$ cat config.mk
export PLATFORM = sky130hd
export DESIGN_NAME = simprisc_lsu_flat
export DESIGN_NICKNAME = d
export VERILOG_FILES = /design/src/rtl/simprisc_lsu_pkg.sv /design/src/rtl/simprisc_lsu_if.sv /design/src/rtl/simprisc_lsu_align.sv /design/src/rtl/simprisc_lsu.sv /design/src/flat_wrapper.sv
export SDC_FILE = /design/constraint.sdc
export NUM_CORES = 1
export LEC_CHECK = 0
export CAP_MARGIN = 10
export CORE_ASPECT_RATIO = 1.2
export CORE_MARGIN = 3
export CORE_UTILIZATION = 30
export CTS_BUF_LIST = sky130_fd_sc_hd__clkbuf_4 sky130_fd_sc_hd__clkbuf_8
export DETAILED_ROUTE_END_ITERATION = 10
export GPL_ROUTABILITY_DRIVEN = 0
export GPL_TIMING_DRIVEN = 0
export PLACE_DENSITY = 0.56
export SKIP_LAST_GASP = 1
export SYNTH_ARGS = -nofsm -noshare
export SYNTH_HDL_FRONTEND = slang
export SYNTH_SLANG_ARGS = --single-unit
$ cat constraint.sdc
create_clock -name clk -period 3.8 [get_ports clk]
set_input_delay 1.14 -clock clk [delete_from_list [all_inputs] [get_ports clk]]
set_output_delay 1.14 -clock clk [all_outputs]
set_load 0.005 [all_outputs]
$ cat src/rtl/simprisc_lsu_pkg.sv
// Shared types and constants for the SimpRisc load/store unit.
package simprisc_lsu_pkg;

  typedef enum logic [1:0] {
    SizeByte = 2'd0,
    SizeHalf = 2'd1,
    SizeWord = 2'd2,
    SizeIll  = 2'd3
  } lsu_size_e;

  typedef enum logic [1:0] {
    StIdle,
    StRdWait,
    StWr,
    StResp
  } lsu_state_e;

  // Wide enough to count a read latency of up to 7 cycles.
  localparam int unsigned LatCntW = 3;

endpackage

$ cat src/rtl/simprisc_lsu_if.sv
// Request/response and data-memory port bundle of the SimpRisc load/store unit.
interface simprisc_lsu_if;
  logic        req_valid;
  logic        req_ready;
  logic        req_we;
  logic [1:0]  req_size;
  logic        req_sext;
  logic [31:0] req_addr;
  logic [31:0] req_wdata;
  logic        rsp_valid;
  logic [31:0] rsp_data;
  logic        rsp_err;
  logic [31:0] mem_addr;
  logic [31:0] mem_wdata;
  logic        mem_rw;
  logic [31:0] mem_rdata;

  // The LSU side.
  modport slave (
    input  req_valid, req_we, req_size, req_sext, req_addr, req_wdata, mem_rdata,
    output req_ready, rsp_valid, rsp_data, rsp_err, mem_addr, mem_wdata, mem_rw
  );

  // The execute stage plus data memory side.
  modport master (
    output req_valid, req_we, req_size, req_sext, req_addr, req_wdata, mem_rdata,
    input  req_ready, rsp_valid, rsp_data, rsp_err, mem_addr, mem_wdata, mem_rw
  );
endinterface

$ cat src/rtl/simprisc_lsu_align.sv
// Byte-lane extract/extend for loads and lane merge for read-modify-write stores.
module simprisc_lsu_align
  import simprisc_lsu_pkg::*;
(
  input  logic [1:0]  lane_i,
  input  lsu_size_e   size_i,
  input  logic        sext_i,
  input  logic [31:0] rdata_i,
  input  logic [31:0] wdata_i,
  output logic [31:0] ext_o,
  output logic [31:0] merge_o
);
  logic [7:0]  byte_v;
  logic [15:0] half_v;

  always_comb begin
    byte_v  = rdata_i[{lane_i, 3'b000} +: 8];
    half_v  = rdata_i[{lane_i[1], 4'b0000} +: 16];
    ext_o   = rdata_i;
    merge_o = rdata_i;
    unique case (size_i)
      SizeByte: begin
        ext_o = {{24{sext_i & byte_v[7]}}, byte_v};
        merge_o[{lane_i, 3'b000} +: 8] = wdata_i[7:0];
      end
      SizeHalf: begin
        ext_o = {{16{sext_i & half_v[15]}}, half_v};
        merge_o[{lane_i[1], 4'b0000} +: 16] = wdata_i[15:0];
      end
      default: merge_o = wdata_i;
    endcase
  end
endmodule

$ cat src/rtl/simprisc_lsu.sv
// SimpRisc load/store unit: one request at a time against a single-port synchronous memory.
// Byte/half support and the read-modify-write path exist only with SIMPRISC_LSU_SUBWORD_EN.
module simprisc_lsu
  import simprisc_lsu_pkg::*;
#(
  parameter int unsigned RD_LAT = 1
) (
  input  logic          clk,
  input  logic          nreset,
  simprisc_lsu_if.slave bus
);
  localparam logic [LatCntW-1:0] RdLatCnt = LatCntW'(RD_LAT);

  lsu_state_e         state_q;
  logic [LatCntW-1:0] cnt_q;
  logic [1:0]         lane_q;
  lsu_size_e          size_q;
  logic               sext_q;
  logic               we_q;
  logic [31:0]        wdata_q;
  logic               req_ready_q;
  logic               rsp_valid_q;
  logic [31:0]        rsp_data_q;
  logic               rsp_err_q;
  logic [31:0]        mem_addr_q;
  logic [31:0]        mem_wdata_q;
  logic               mem_rw_q;

  lsu_size_e   req_size;
  logic        req_err;
  logic [31:0] ext_data;
  logic [31:0] merge_data;

  assign req_size = lsu_size_e'(bus.req_size);

  always_comb begin
    req_err = 1'b1;
    unique case (req_size)
`ifdef SIMPRISC_LSU_SUBWORD_EN
      SizeByte: req_err = 1'b0;
      SizeHalf: req_err = bus.req_addr[0];
`endif
      SizeWord: req_err = |bus.req_addr[1:0];
      default:  req_err = 1'b1;
    endcase
  end

`ifdef SIMPRISC_LSU_SUBWORD_EN
  simprisc_lsu_align u_align (
    .lane_i  (lane_q),
    .size_i  (size_q),
    .sext_i  (sext_q),
    .rdata_i (bus.mem_rdata),
    .wdata_i (wdata_q),
    .ext_o   (ext_data),
    .merge_o (merge_data)
  );
`else
  assign ext_data   = bus.mem_rdata;
  assign merge_data = wdata_q;
  logic unused_subword;
  assign unused_subword = ^{lane_q, size_q, sext_q};
`endif

  always_ff @(posedge clk or negedge nreset) begin
    if (!nreset) begin
      state_q     <= StIdle;
      cnt_q       <= '0;
      lane_q      <= '0;
      size_q      <= SizeByte;
      sext_q      <= 1'b0;
      we_q        <= 1'b0;
      wdata_q     <= '0;
      req_ready_q <= 1'b0;
      rsp_valid_q <= 1'b0;
      rsp_data_q  <= '0;
      rsp_err_q   <= 1'b0;
      mem_addr_q  <= '0;
      mem_wdata_q <= '0;
      mem_rw_q    <= 1'b0;
    end else begin
      // Pulsed outputs default low; each state raises what it owns.
      req_ready_q <= 1'b0;
      rsp_valid_q <= 1'b0;
      rsp_data_q  <= '0;
      rsp_err_q   <= 1'b0;
      mem_rw_q    <= 1'b0;
      unique case (state_q)
        StIdle: begin
          req_ready_q <= 1'b1;
          if (bus.req_valid && req_ready_q) begin
            req_ready_q <= 1'b0;
            lane_q      <= bus.req_addr[1:0];
            size_q      <= req_size;
            sext_q      <= bus.req_sext;
            we_q        <= bus.req_we;
            wdata_q     <= bus.req_wdata;
            mem_addr_q  <= {bus.req_addr[31:2], 2'b00};
            cnt_q       <= '0;
            if (req_err) begin
              state_q     <= StResp;
              rsp_valid_q <= 1'b1;
              rsp_err_q   <= 1'b1;
            end else if (bus.req_we && (req_size == SizeWord)) begin
              state_q     <= StWr;
              mem_rw_q    <= 1'b1;
              mem_wdata_q <= bus.req_wdata;
            end else begin
              state_q <= StRdWait;
            end
          end
        end
        StRdWait: begin
          if (cnt_q == RdLatCnt) begin
            if (we_q) begin
              state_q     <= StWr;
              mem_rw_q    <= 1'b1;
              mem_wdata_q <= merge_data;
            end else begin
              state_q     <= StResp;
              rsp_valid_q <= 1'b1;
              rsp_data_q  <= ext_data;
            end
          end else begin
            cnt_q <= cnt_q + 1'b1;
          end
        end
        StWr: begin
          state_q     <= StResp;
          rsp_valid_q <= 1'b1;
        end
        StResp: begin
          state_q     <= StIdle;
          req_ready_q <= 1'b1;
        end
      endcase
    end
  end

  assign bus.req_ready = req_ready_q;
  assign bus.rsp_valid = rsp_valid_q;
  assign bus.rsp_data  = rsp_data_q;
  assign bus.rsp_err   = rsp_err_q;
  assign bus.mem_addr  = mem_addr_q;
  assign bus.mem_wdata = mem_wdata_q;
  assign bus.mem_rw    = mem_rw_q;
endmodule

$ cat src/flat_wrapper.sv
// flat-port wrapper written by rule: the top's interface ports become plain ports
module simprisc_lsu_flat import simprisc_lsu_pkg::*;
#(
  parameter int unsigned RD_LAT = 1
)
  (clk, nreset, bus_req_valid, bus_req_we, bus_req_size, bus_req_sext, bus_req_addr, bus_req_wdata, bus_mem_rdata, bus_req_ready, bus_rsp_valid, bus_rsp_data, bus_rsp_err, bus_mem_addr, bus_mem_wdata, bus_mem_rw);
  simprisc_lsu_if bus_i ();
  input  logic clk;
  input  logic nreset;
  input wire logic [$bits(bus_i.req_valid)-1:0] bus_req_valid;
  input wire logic [$bits(bus_i.req_we)-1:0] bus_req_we;
  input wire logic [$bits(bus_i.req_size)-1:0] bus_req_size;
  input wire logic [$bits(bus_i.req_sext)-1:0] bus_req_sext;
  input wire logic [$bits(bus_i.req_addr)-1:0] bus_req_addr;
  input wire logic [$bits(bus_i.req_wdata)-1:0] bus_req_wdata;
  input wire logic [$bits(bus_i.mem_rdata)-1:0] bus_mem_rdata;
  output wire logic [$bits(bus_i.req_ready)-1:0] bus_req_ready;
  output wire logic [$bits(bus_i.rsp_valid)-1:0] bus_rsp_valid;
  output wire logic [$bits(bus_i.rsp_data)-1:0] bus_rsp_data;
  output wire logic [$bits(bus_i.rsp_err)-1:0] bus_rsp_err;
  output wire logic [$bits(bus_i.mem_addr)-1:0] bus_mem_addr;
  output wire logic [$bits(bus_i.mem_wdata)-1:0] bus_mem_wdata;
  output wire logic [$bits(bus_i.mem_rw)-1:0] bus_mem_rw;
  assign bus_i.req_valid = bus_req_valid;
  assign bus_i.req_we = bus_req_we;
  assign bus_i.req_size = bus_req_size;
  assign bus_i.req_sext = bus_req_sext;
  assign bus_i.req_addr = bus_req_addr;
  assign bus_i.req_wdata = bus_req_wdata;
  assign bus_i.mem_rdata = bus_mem_rdata;
  assign bus_req_ready = bus_i.req_ready;
  assign bus_rsp_valid = bus_i.rsp_valid;
  assign bus_rsp_data = bus_i.rsp_data;
  assign bus_rsp_err = bus_i.rsp_err;
  assign bus_mem_addr = bus_i.mem_addr;
  assign bus_mem_wdata = bus_i.mem_wdata;
  assign bus_mem_rw = bus_i.mem_rw;
  simprisc_lsu #(.RD_LAT(RD_LAT)) u_core (.clk(clk), .nreset(nreset), .bus(bus_i));
endmodule
==> flow_metrics.env, run 1 <==
export IMPL_firstDrtPassIters=6
export IMPL_post_route_min_period_ns=2.85
export IMPL_rsz0062_at_grt="no"
export IMPL_yosys_warnings=0
export IMPL_vias=3698
export IMPL_final_nets=696
export IMPL_post_drt_wl_per_cell_um=16.1
export IMPL_cts_setup_buffers=0
export IMPL_fin_crit_sh_pct=75.1
export IMPL_cellLeakagePower_nw=3.68
export IMPL_crit_path_max_fanout=10
export IMPL_p_clk_share_pct=21.0
export IMPL_cts_tree="yes"
export IMPL_synth_area_leaders="dfrtp_1 (61%), mux2_2 (20%), mux2_4 (8.1%)"
export IMPL_status="finished, final reports clean"
export IMPL_hold_class="flop to flop"
export IMPL_stdcell_area_um2=8320
export IMPL_numPortBuffers=199
export IMPL_worst_slew_pin_slew_ns=0.754
export IMPL_synth_seq_cells=136
export IMPL_setup_worst_path_end_class="flop"
export IMPL_synth_compound_area_share_pct=1.90
export IMPL_grt_ovfl_total=0
export IMPL_synthAdderAreaFrac_pct=1.34
export IMPL_p_sw_share_pct=27.9
export IMPL_clkTransAtPathRegs_ns=0.08
export IMPL_relSlewSlack_pct=49.4
export IMPL_rrSetupSlack_ns=1.41
export IMPL_synthCells=367
export IMPL_core_area_um2=18200
export IMPL_power_density_nw_per_um2=716
export IMPL_r2r_start="u_core.state_q[0]"
export IMPL_seqPwrFrac_pct=38.6
export IMPL_avgSynthCellArea_um2=15.2
export IMPL_ant_nets=0
export IMPL_min_to="u_core.merge_data[30]"
export IMPL_final_layout_size_suffix_gt1_share_pct=29.0
export IMPL_grt_pass1_wl_mm=20.4
export IMPL_synth_cell_types=30
export IMPL_drt_iter0_drc=84
export IMPL_drc=0
export IMPL_async_flop_share_pct=100
export IMPL_vias_per_cell=4.49
export IMPL_ctsHoldBuffers=0
export IMPL_worst_hold_slack_ns=0.505
export IMPL_cts_root_buf="clkbuf_8"
export IMPL_tns_ns=0
export IMPL_fmax_ghz=0.350
export IMPL_crit_arrival_ns=3.16
export IMPL_pwr_share_comb_pct=40.4
export IMPL_dieArea_um2=20300
export IMPL_max_vdd_ir_drop_mv=0.308
export IMPL_dp_hpwl_mm=9.72
export IMPL_synth_commonest_cells="dfrtp_1 (136), mux2_2 (97), and2_1 (32)"
export IMPL_ys_flop_type="dfrtp_1"
export IMPL_drv_cap=0
export IMPL_min_path_cells=1
export IMPL_grt_max_degree=72
export IMPL_antenna_found_initial=0
export IMPL_yosysTopAreaCell="dfrtp_1"
export IMPL_chipWidth_um=131
export IMPL_yosys_area_share_simple_pct=5.91
export IMPL_cts_max_level=4
export IMPL_initial_core_util_pct=30.7
export IMPL_diodes=0
export IMPL_synth_xor_area_share_pct=0
export IMPL_synth_top_family_by_area="multiplexers"
export IMPL_wl_mm=13.3
export IMPL_synthMuxAreaShare_pct=27.6
export IMPL_ios=203
export IMPL_hold_path_startpoint="u_core.merge_data[30]"
export IMPL_worstSkewPairLatency_ns=0.43
export IMPL_die_height_um=156
export IMPL_cts_made_buffers=17
export IMPL_synth_seq_area_share_pct=60.9
export IMPL_worstSetupPathType="primary input to flop"
export IMPL_worstSetupStartpointType="primary input"
export IMPL_internal_power_mw=4.29
export IMPL_cts_resized_gates=0
export IMPL_r2r_worst_path_cells=7
export IMPL_setup_viol_count_final=0
export IMPL_post_dp_cell_area_um2=7900
export IMPL_syn_area_um2=5590
export IMPL_regToRegEndpoint="u_core.bus.mem_addr[4]"
export IMPL_syn_to_final_growth_pct=48.8
export IMPL_yosysMostFrequentCell="dfrtp_1"
export IMPL_grt_pass1_vias=3948
export IMPL_p_switching_mw=1.66
export IMPL_fill_cells=1683
export IMPL_slew_viol_final=0
export IMPL_fin_skew_ns=0.0132
export IMPL_synth_edff_count=0
export IMPL_clkSinkCount=136
export IMPL_grt_usage_pct=13.0
export IMPL_finalHoldViolations=0
export IMPL_synth_top_area_share_pct=60.9
export IMPL_required_ns=4.11
export IMPL_cts_path_max_buffers=2
export IMPL_std_cell_rows=54
[sequential cells by signal, indices dropped and copies added, names as in the netlist]
name                  flops
u_core.bus.rsp_valid      1
u_core.we_q               1
u_core.bus.mem_wdata     32
u_core.cnt_q              3
u_core.state_q            2
u_core.bus.mem_rw         1
u_core.bus.rsp_data      32
u_core.merge_data        32
u_core.bus.mem_addr      30
u_core.bus.rsp_err        1
u_core.bus.req_ready      1
[layout make-up]
class | instances | area (um^2) | share of cell area [%]
plain buffers | 20 | 113 | 1.35
clock buffers | 19 | 255 | 3.07
clock inverters | 13 | 168 | 2.02
inverters | 5 | 18.8 | 0.226
multi-input cells | 207 | 2060 | 24.8
flip-flops and latches | 136 | 3400 | 40.9
well taps | 224 | 280 | 3.37
repair buffers | 200 | 2020 | 24.3
[metal layers]
layer | up-vias | share of wire [%] | global-route usage (%)
li1 | 1706 | - | -
met4 | 0 | 1.3 | 4.12
met3 | 13 | 7.2 | 5.24
met1 | 1857 | 40 | 14.7
met2 | 122 | 51 | 22.4
met5 | - | 0 | 0
[through the flow]
| step | std cells | utilization, % | setup WS [ns] | total power, mW |
|---|---|---|---|---|
| floorplan | 368 | - | 1.22 | 3.59 |
| global placement | 791 | 43.1 | -3.80 | 4.70 |
| detailed placement | 792 | 43.3 | 0.496 | 4.78 |
| CTS | 824 | 45.6 | 0.980 | 6.07 |
| global route | 824 | 45.6 | 0.902 | 6.36 |
| finish | 824 | 45.6 | 0.946 | 5.95 |
[placed cells by master (no fill, tap or decap), types with 3 or more instances in the layout]
master,synthesis,routed
nor2_1,6,6
a21oi_1,4,4
nor3_1,4,4
ha_1,6,6
clkbuf_8,0,18
clkdlybuf4s50_1,0,198
bufinv_16,0,3
mux2_2,97,97
nand3_1,3,3
inv_1,5,5
and2_1,32,32
clkinvlp_4,0,5
clkbuf_1,9,9
mux2_4,30,30
nand2_1,6,6
buf_2,6,6
buf_6,3,4
o21ai_0,4,4
dfrtp_1,136,136
inv_6,0,3
[power groups by stage]
stage	Combinational (mW)	Clock (mW)	Sequential [mW]
after floorplan	1.28	0	2.31
after global placement	2.40	0	2.30
after detailed placement	2.45	0	2.33
after CTS	2.47	1.30	2.30
after global routing	2.62	1.36	2.37
final	2.41	1.25	2.30
[how the worst max path moves through the flow]
| stage | start | to | slack, ns | cells after the start |
|---|---|---|---|---|
| 2_1_floorplan | bus_req_size[0] | u_core.bus.mem_wdata[10] | 1.22 | 5 |
| 3_5_place_dp | bus_req_size[0] | u_core.bus.mem_wdata[20] | 0.50 | 6 |
| 5_1_grt | bus_req_size[0] | u_core.bus.mem_wdata[7] | 0.90 | 6 |
| 4_1_cts | bus_req_size[0] | u_core.bus.mem_wdata[6] | 0.98 | 6 |
| 6_report | bus_req_size[0] | u_core.bus.mem_wdata[18] | 0.95 | 6 |
| 3_3_place_gp | nreset | u_core.merge_data[29] | -3.80 | 1 |
[cell families after synthesis]
logic type	after synthesis
other	1
DFF	136
buffers and inverters	25
AOI/OAI and AO/OA	16
muxes	127
and+or+nand+nor	56
adders and majority gates	6
[critical path: stages]
cell and delay, ns:
clkdlybuf4s50_1 0.46, nor4b_4 0.42, nand2_1 0.14, a221o_2 0.50, buf_6 0.20, mux2_4 0.30
Note: power is estimated with default switching activity, not from simulation.
==> run 2: changes to the inputs <==
PLACE_DENSITY = 0.58   (was 0.56)
clock period = 2.5 ns   (was 3.8 ns; I/O delays follow)
==> run 2 against run 1 <==
Utilization down 0.18 points. Total power up 50%. Largest power group unchanged. Cell count down 0.24%. Register-to-register slack worse by 1.3 ns. Global-route usage up 0.51 points. Sequential share of layout area up 0.16 points. Die area unchanged. Highest routed layer unchanged. Via count down 1.4%. Flip-flop and latch count unchanged. Sequential power up 53%. First-iteration DRC count down 24%. Critical path type unchanged. Count of clock-buffer cells in the layout up 1.
==> flow_metrics.env, run 2 (same netlist as run 1, synthesis figures left out) <==
export IMPL_status="finished, final reports clean"
export IMPL_worstPathCellList="clkdlybuf4s50_1 > nor4b_4 > nand2_1 > a221o_2 > buf_6 > mux2_4"
export IMPL_grt_ovfl_total=0
export IMPL_worst_slew_pin_slew_ns=0.674
export IMPL_grt_usage_pct=13.5
export IMPL_drv_cap=0
export IMPL_cts_setup_buffers=0
export IMPL_ant_nets=0
export IMPL_antenna_found_initial=0
export IMPL_required_ns=2.81
export IMPL_cts_tree="yes"
export IMPL_rsz0062_at_grt="no"
export IMPL_clkTransAtPathRegs_ns=0.08
export IMPL_final_nets=695
export IMPL_crit_path_max_incr_delay_ns=0.49
export IMPL_power_density_nw_per_um2=1080
export IMPL_clkSinkCount=136
export IMPL_post_route_min_period_ns=2.41
export IMPL_vias_per_cell=4.44
export IMPL_std_cell_rows=54
export IMPL_worst_hold_slack_ns=0.281
export IMPL_syn_to_final_growth_pct=48.2
export IMPL_wl_mm=13.4
export IMPL_numPortBuffers=199
export IMPL_cts_max_level=4
export IMPL_drt_iter0_drc=64
export IMPL_vias=3646
export IMPL_grt_pass1_vias=4033
export IMPL_finalHoldViolations=0
export IMPL_crit_family="buffers and inverters"
export IMPL_ios=203
export IMPL_grt_max_degree=79
export IMPL_layout_commonest_cell="clkdlybuf4s50_1"
export IMPL_crit_path_max_fanout=10
export IMPL_max_vdd_ir_drop_mv=0.424
export IMPL_setup_viol_count_final=0
export IMPL_cellLeakagePower_nw=3.68
export IMPL_grt_pass1_wl_mm=21.2
export IMPL_chipWidth_um=131
export IMPL_diodes=0
export IMPL_tns_ns=0
export IMPL_worstSetupStartpointType="primary input"
export IMPL_firstDrtPassIters=4
export IMPL_core_area_um2=18200
export IMPL_final_layout_size_suffix_gt1_share_pct=29.3
export IMPL_utilization_pct=45.4
export IMPL_worstSetupPathType="primary input to flop"
export IMPL_relSlewSlack_pct=55.0
export IMPL_slew_viol_final=0
export IMPL_fill_cells=1682
export IMPL_cpMaxStageDelayCell="a221o_2"
export IMPL_fin_crit_sh_pct=96.4
export IMPL_fin_skew_ns=0.00900
export IMPL_layout_common_cells="clkdlybuf4s50_1 (198), dfrtp_1 (136), mux2_2 (97)"
export IMPL_cts_path_max_buffers=2
export IMPL_dp_hpwl_mm=9.74
export IMPL_die_height_um=156
export IMPL_worstSkewPairLatency_ns=0.42
export IMPL_drc=0
export IMPL_hold_class="primary input to async pin"
export IMPL_crit_arrival_ns=2.72
export IMPL_post_drt_wl_per_cell_um=16.4
export IMPL_path_buf_inv=2
export IMPL_initial_core_util_pct=30.7
export IMPL_power_total_mw=8.95
export IMPL_setup_worst_path_end_class="flop"
export IMPL_fmax_ghz=0.415
export IMPL_cts_made_buffers=17
export IMPL_cts_root_buf="clkbuf_8"
export IMPL_dieArea_um2=20300
[run 2: power breakdown]
group	switching (mW)	total, mW	internal (mW)	leakage (nW)
sequential	0.446	3.51	3.06	1.71
clock	0.860	1.79	0.932	0.196
combinational	1.22	3.65	2.43	1.77
total	2.52	8.95	6.42	3.68
[run 2: final cells by class]
class	count	area (um^2)	share of cell area, %
multi-input combinational	207	2070	24.9
clock inverter	11	125	1.51
buffer	19	110	1.33
inverter	5	18.8	0.226
tap	224	280	3.38
timing repair buffer	200	2020	24.4
sequential	136	3400	41.1
clock buffer	20	263	3.17
[run 2: worst reg2reg max path, cell delays in order (launching register included)]
cell and delay [ns]:
dfrtp_1 0.40, inv_1 0.10, ha_1 0.14, buf_2 0.24, inv_1 0.20, o21a_1 0.24, a221o_2 0.40, buf_6 0.21
mux2_4 0.30
[run 2: through the flow]
stage | cell area, um^2 | worst slack [ns] | std cells
after floorplan | 5600 | 0.314 | 368
after global placement | 7870 | -4.76 | 791
after detailed placement | 7900 | -0.375 | 792
after CTS | 8290 | 0.114 | 823
after global routing | 8290 | 0.00243 | 822
final | 8290 | 0.0906 | 822
[run 2: path summary, 6_finish.rpt]
| check | startpoint | to | slack [ns] | depth (start not counted) |
|---|---|---|---|---|
| max | bus_req_size[0] | u_core.bus.mem_wdata[23] | 0.09 | 6 |
| max in group asynchronous | nreset | u_core.bus.rsp_data[9] | 1.42 | 2 |
| min | nreset | u_core.bus.mem_wdata[16] | 0.28 | 1 |
| min reg2reg | u_core.bus.mem_addr[2] | u_core.bus.mem_addr[2] | 0.51 | 1 |
| min in group clk | u_core.bus.mem_addr[2] | u_core.bus.mem_addr[2] | 0.51 | 1 |
| max reg2reg | u_core.state_q[1] | u_core.bus.mem_wdata[23] | 0.16 | 8 |
[run 2: repair_timing]
action                     4_1_cts  5_1_grt
hold buffers                     0        0
pin swaps                        0        0
resized for setup                1        1
hold endpoints to repair         0        0
setup endpoints to repair       28       53
[run 2: routing by layer]
metal,share of wire [%],routed length [um],up-vias,global-route usage (%)
li1,-,-,1700,-
met1,40,5310,1821,15.6
met2,53,7100,116,23.5
met3,6.5,871,9,4.42
met4,1.2,157,0,4.61
met5,0,0,-,0
==> run 3: changes to the inputs <==
ABC_AREA = 1   (was not set)
CORE_UTILIZATION = 26   (was 30)
PLACE_DENSITY = 0.51   (was 0.58)
==> run 3 against run 2 <==
Hold slack improved by 0.00071 ns. Clock power rose by 5%. Clock skew rose by 0.0015 ns. Global-route usage rose by 0.24 points. Combinational power rose by 6.6%. Non-clock buffer count rose by 17. Setup slack improved by 0.31 ns. Cell count rose by 45%. Critical path depth fell by 5. Sequential power fell by 3%. Largest cell class unchanged. Largest power group unchanged. Highest routed layer is now met5.
==> flow_metrics.env, run 3 <==
export IMPL_drt_iter0_drc=220
export IMPL_yosys_warnings=0
export IMPL_syn_area_um2=5860
export IMPL_relSlewSlack_pct=60.2
export IMPL_cts_path_max_buffers=2
export IMPL_cts_max_level=4
export IMPL_cts_root_buf="clkbuf_8"
export IMPL_layout_commonest_cell="nand2_1"
export IMPL_cellLeakagePower_nw=4.30
export IMPL_required_ns=1.75
export IMPL_worstSetupPathType="flop to output port"
export IMPL_syn_to_final_growth_pct=47.3
export IMPL_avgSynthCellArea_um2=8.60
export IMPL_fmax_ghz=0.475
export IMPL_synth_cell_types=28
export IMPL_setup_viol_count_final=0
export IMPL_worstSkewPairLatency_ns=0.44
export IMPL_ant_nets=0
export IMPL_fin_skew_ns=0.0105
export IMPL_fill_cells=2282
export IMPL_yosysMostFrequentCell="nand2_1"
export IMPL_grt_usage_pct=13.8
export IMPL_yosysTopAreaCell="dfrtp_1"
export IMPL_synthCells=681
export IMPL_layoutNonFillerInstCount=1188
export IMPL_ctsHoldBuffers=0
export IMPL_initial_core_util_pct=26.7
export IMPL_cts_made_buffers=17
export IMPL_setup_worst_path_end_class="output port"
export IMPL_clkSinkCount=136
export IMPL_crit_path_max_fanout=2
export IMPL_layout_common_cells="nand2_1 (230), clkdlybuf4s50_1 (198), dfrtp_1 (136)"
export IMPL_vias=4921
export IMPL_post_route_min_period_ns=2.10
export IMPL_fin_crit_sh_pct=84.1
export IMPL_cts_resized_gates=0
export IMPL_cts_tree="yes"
export IMPL_cts_setup_buffers=0
export IMPL_dieArea_um2=24400
export IMPL_grt_pass1_wl_mm=26.6
export IMPL_grt_max_degree=77
export IMPL_firstDrtPassIters=4
export IMPL_synth_edff_count=0
export IMPL_synth_top_area_share_pct=58.1
export IMPL_worstPathCellList="clkdlybuf4s50_1"
export IMPL_std_cell_rows=59
export IMPL_max_vdd_ir_drop_mv=0.415
export IMPL_numPortBuffers=199
export IMPL_dp_cells=1156
export IMPL_die_height_um=170
export IMPL_cpMaxStageDelayCell="clkdlybuf4s50_1"
export IMPL_post_drt_wl_per_cell_um=13.7
export IMPL_rsz0062_at_grt="no"
export IMPL_chipWidth_um=143
export IMPL_power_total_mw=9.19
export IMPL_slew_viol_final=0
export IMPL_worstSetupStartpointType="flop"
export IMPL_power_density_nw_per_um2=1070
export IMPL_synth_seq_cells=136
export IMPL_grt_ovfl_total=0
export IMPL_dp_hpwl_mm=11.6
export IMPL_hold_class="primary input to async pin"
export IMPL_synth_seq_area_share_pct=58.1
export IMPL_worst_slew_pin_slew_ns=0.597
export IMPL_path_buf_inv=1
export IMPL_vias_per_cell=4.14
export IMPL_finalHoldViolations=0
export IMPL_ys_flop_type="dfrtp_1"
export IMPL_drc=0
export IMPL_crit_arrival_ns=1.35
export IMPL_core_area_um2=21900
export IMPL_synth_commonest_cells="nand2_1 (230), dfrtp_1 (136), inv_1 (106)"
export IMPL_crit_path_max_incr_delay_ns=0.52
export IMPL_final_nets=1010
export IMPL_grt_pass1_vias=5072
export IMPL_async_flop_share_pct=100
export IMPL_diodes=0
export IMPL_final_layout_size_suffix_gt1_share_pct=7.66
export IMPL_crit_family="buffers and inverters"
export IMPL_clkTransAtPathRegs_ns=0.08
export IMPL_ios=203
export IMPL_status="finished, final reports clean"
export IMPL_wl_mm=16.3
export IMPL_drv_cap=0
export IMPL_synth_area_leaders="dfrtp_1 (58%), nand2_1 (15%), inv_1 (6.8%)"
export IMPL_antenna_found_initial=2
-- run 3: worst paths after layout --
check / endpoint / from / depth (start not counted) / slack (ns)
worst max-delay path: bus_mem_wdata[1] / u_core.bus.mem_wdata[1] / 1 / 0.40
worst min-delay path: u_core.bus.mem_wdata[20] / nreset / 1 / 0.28
worst max register to register: u_core.merge_data[17] / u_core.state_q[0] / 10 / 0.64
worst min register to register: u_core.bus.mem_addr[30] / u_core.bus.mem_addr[30] / 2 / 0.47
max in group asynchronous: u_core.bus.mem_rw / nreset / 2 / 1.41
min in group clk: u_core.bus.mem_addr[30] / u_core.bus.mem_addr[30] / 2 / 0.47
-- run 3: metrics by stage --
stage	cell area [um^2]	TNS [ns]	util (%)	setup WS (ns)	hold WS [ns]
finish	8620	0	39.3	0.397	0.281
global route	8620	0	39.3	0.322	0.296
CTS	8620	0	39.3	0.352	0.273
detailed placement	8220	0	37.5	0.0934	0.457
global placement	8190	-736.09	37.4	-5.42	0.453
floorplan	5860	0	-	0.879	0.453
-- run 3: area by class of cell --
cell class / count / area, um^2 / area share [%]
buffer: 36 / 208 / 2.41
clock buffer: 19 / 255 / 2.96
clock inverter: 13 / 146 / 1.70
inverter: 110 / 413 / 4.79
multi-input combinational: 400 / 1840 / 21.3
sequential: 136 / 3400 / 39.5
tap: 274 / 343 / 3.98
timing repair buffer: 200 / 2020 / 23.4
-- run 3: routing by layer --
metal  wire [um]  part of all wire (%)  GRT usage, %  vias to the layer above
met5          34                  0.21             0                        -
met4         116                  0.71          3.14                        4
met2        7740                    48          22.4                      134
li1            -                     -             -                     2477
met1        7120                    44          17.0                     2295
met3        1270                   7.8          5.85                       11
-- run 3: report_power, final --
| group | internal [mW] | switching [mW] | total (mW) | leakage, nW |
|---|---|---|---|---|
| Clock | 0.932 | 0.945 | 1.88 | 0.188 |
| Combinational | 1.92 | 1.97 | 3.89 | 2.36 |
| Sequential | 3.01 | 0.416 | 3.42 | 1.75 |
| Total | 5.86 | 3.34 | 9.19 | 4.30 |
-- run 3: cells by family (layout without fill, tap and decap cells) --
group,after synthesis,after routing,synth area share (%)
compound gates,113,113,11.3
xor+xnor,1,1,0.150
buf+inv,146,378,10.6
other cells,1,2,0.0640
flops,136,136,58.1
fa+ha+maj,6,6,1.28
simple gates,278,278,18.5
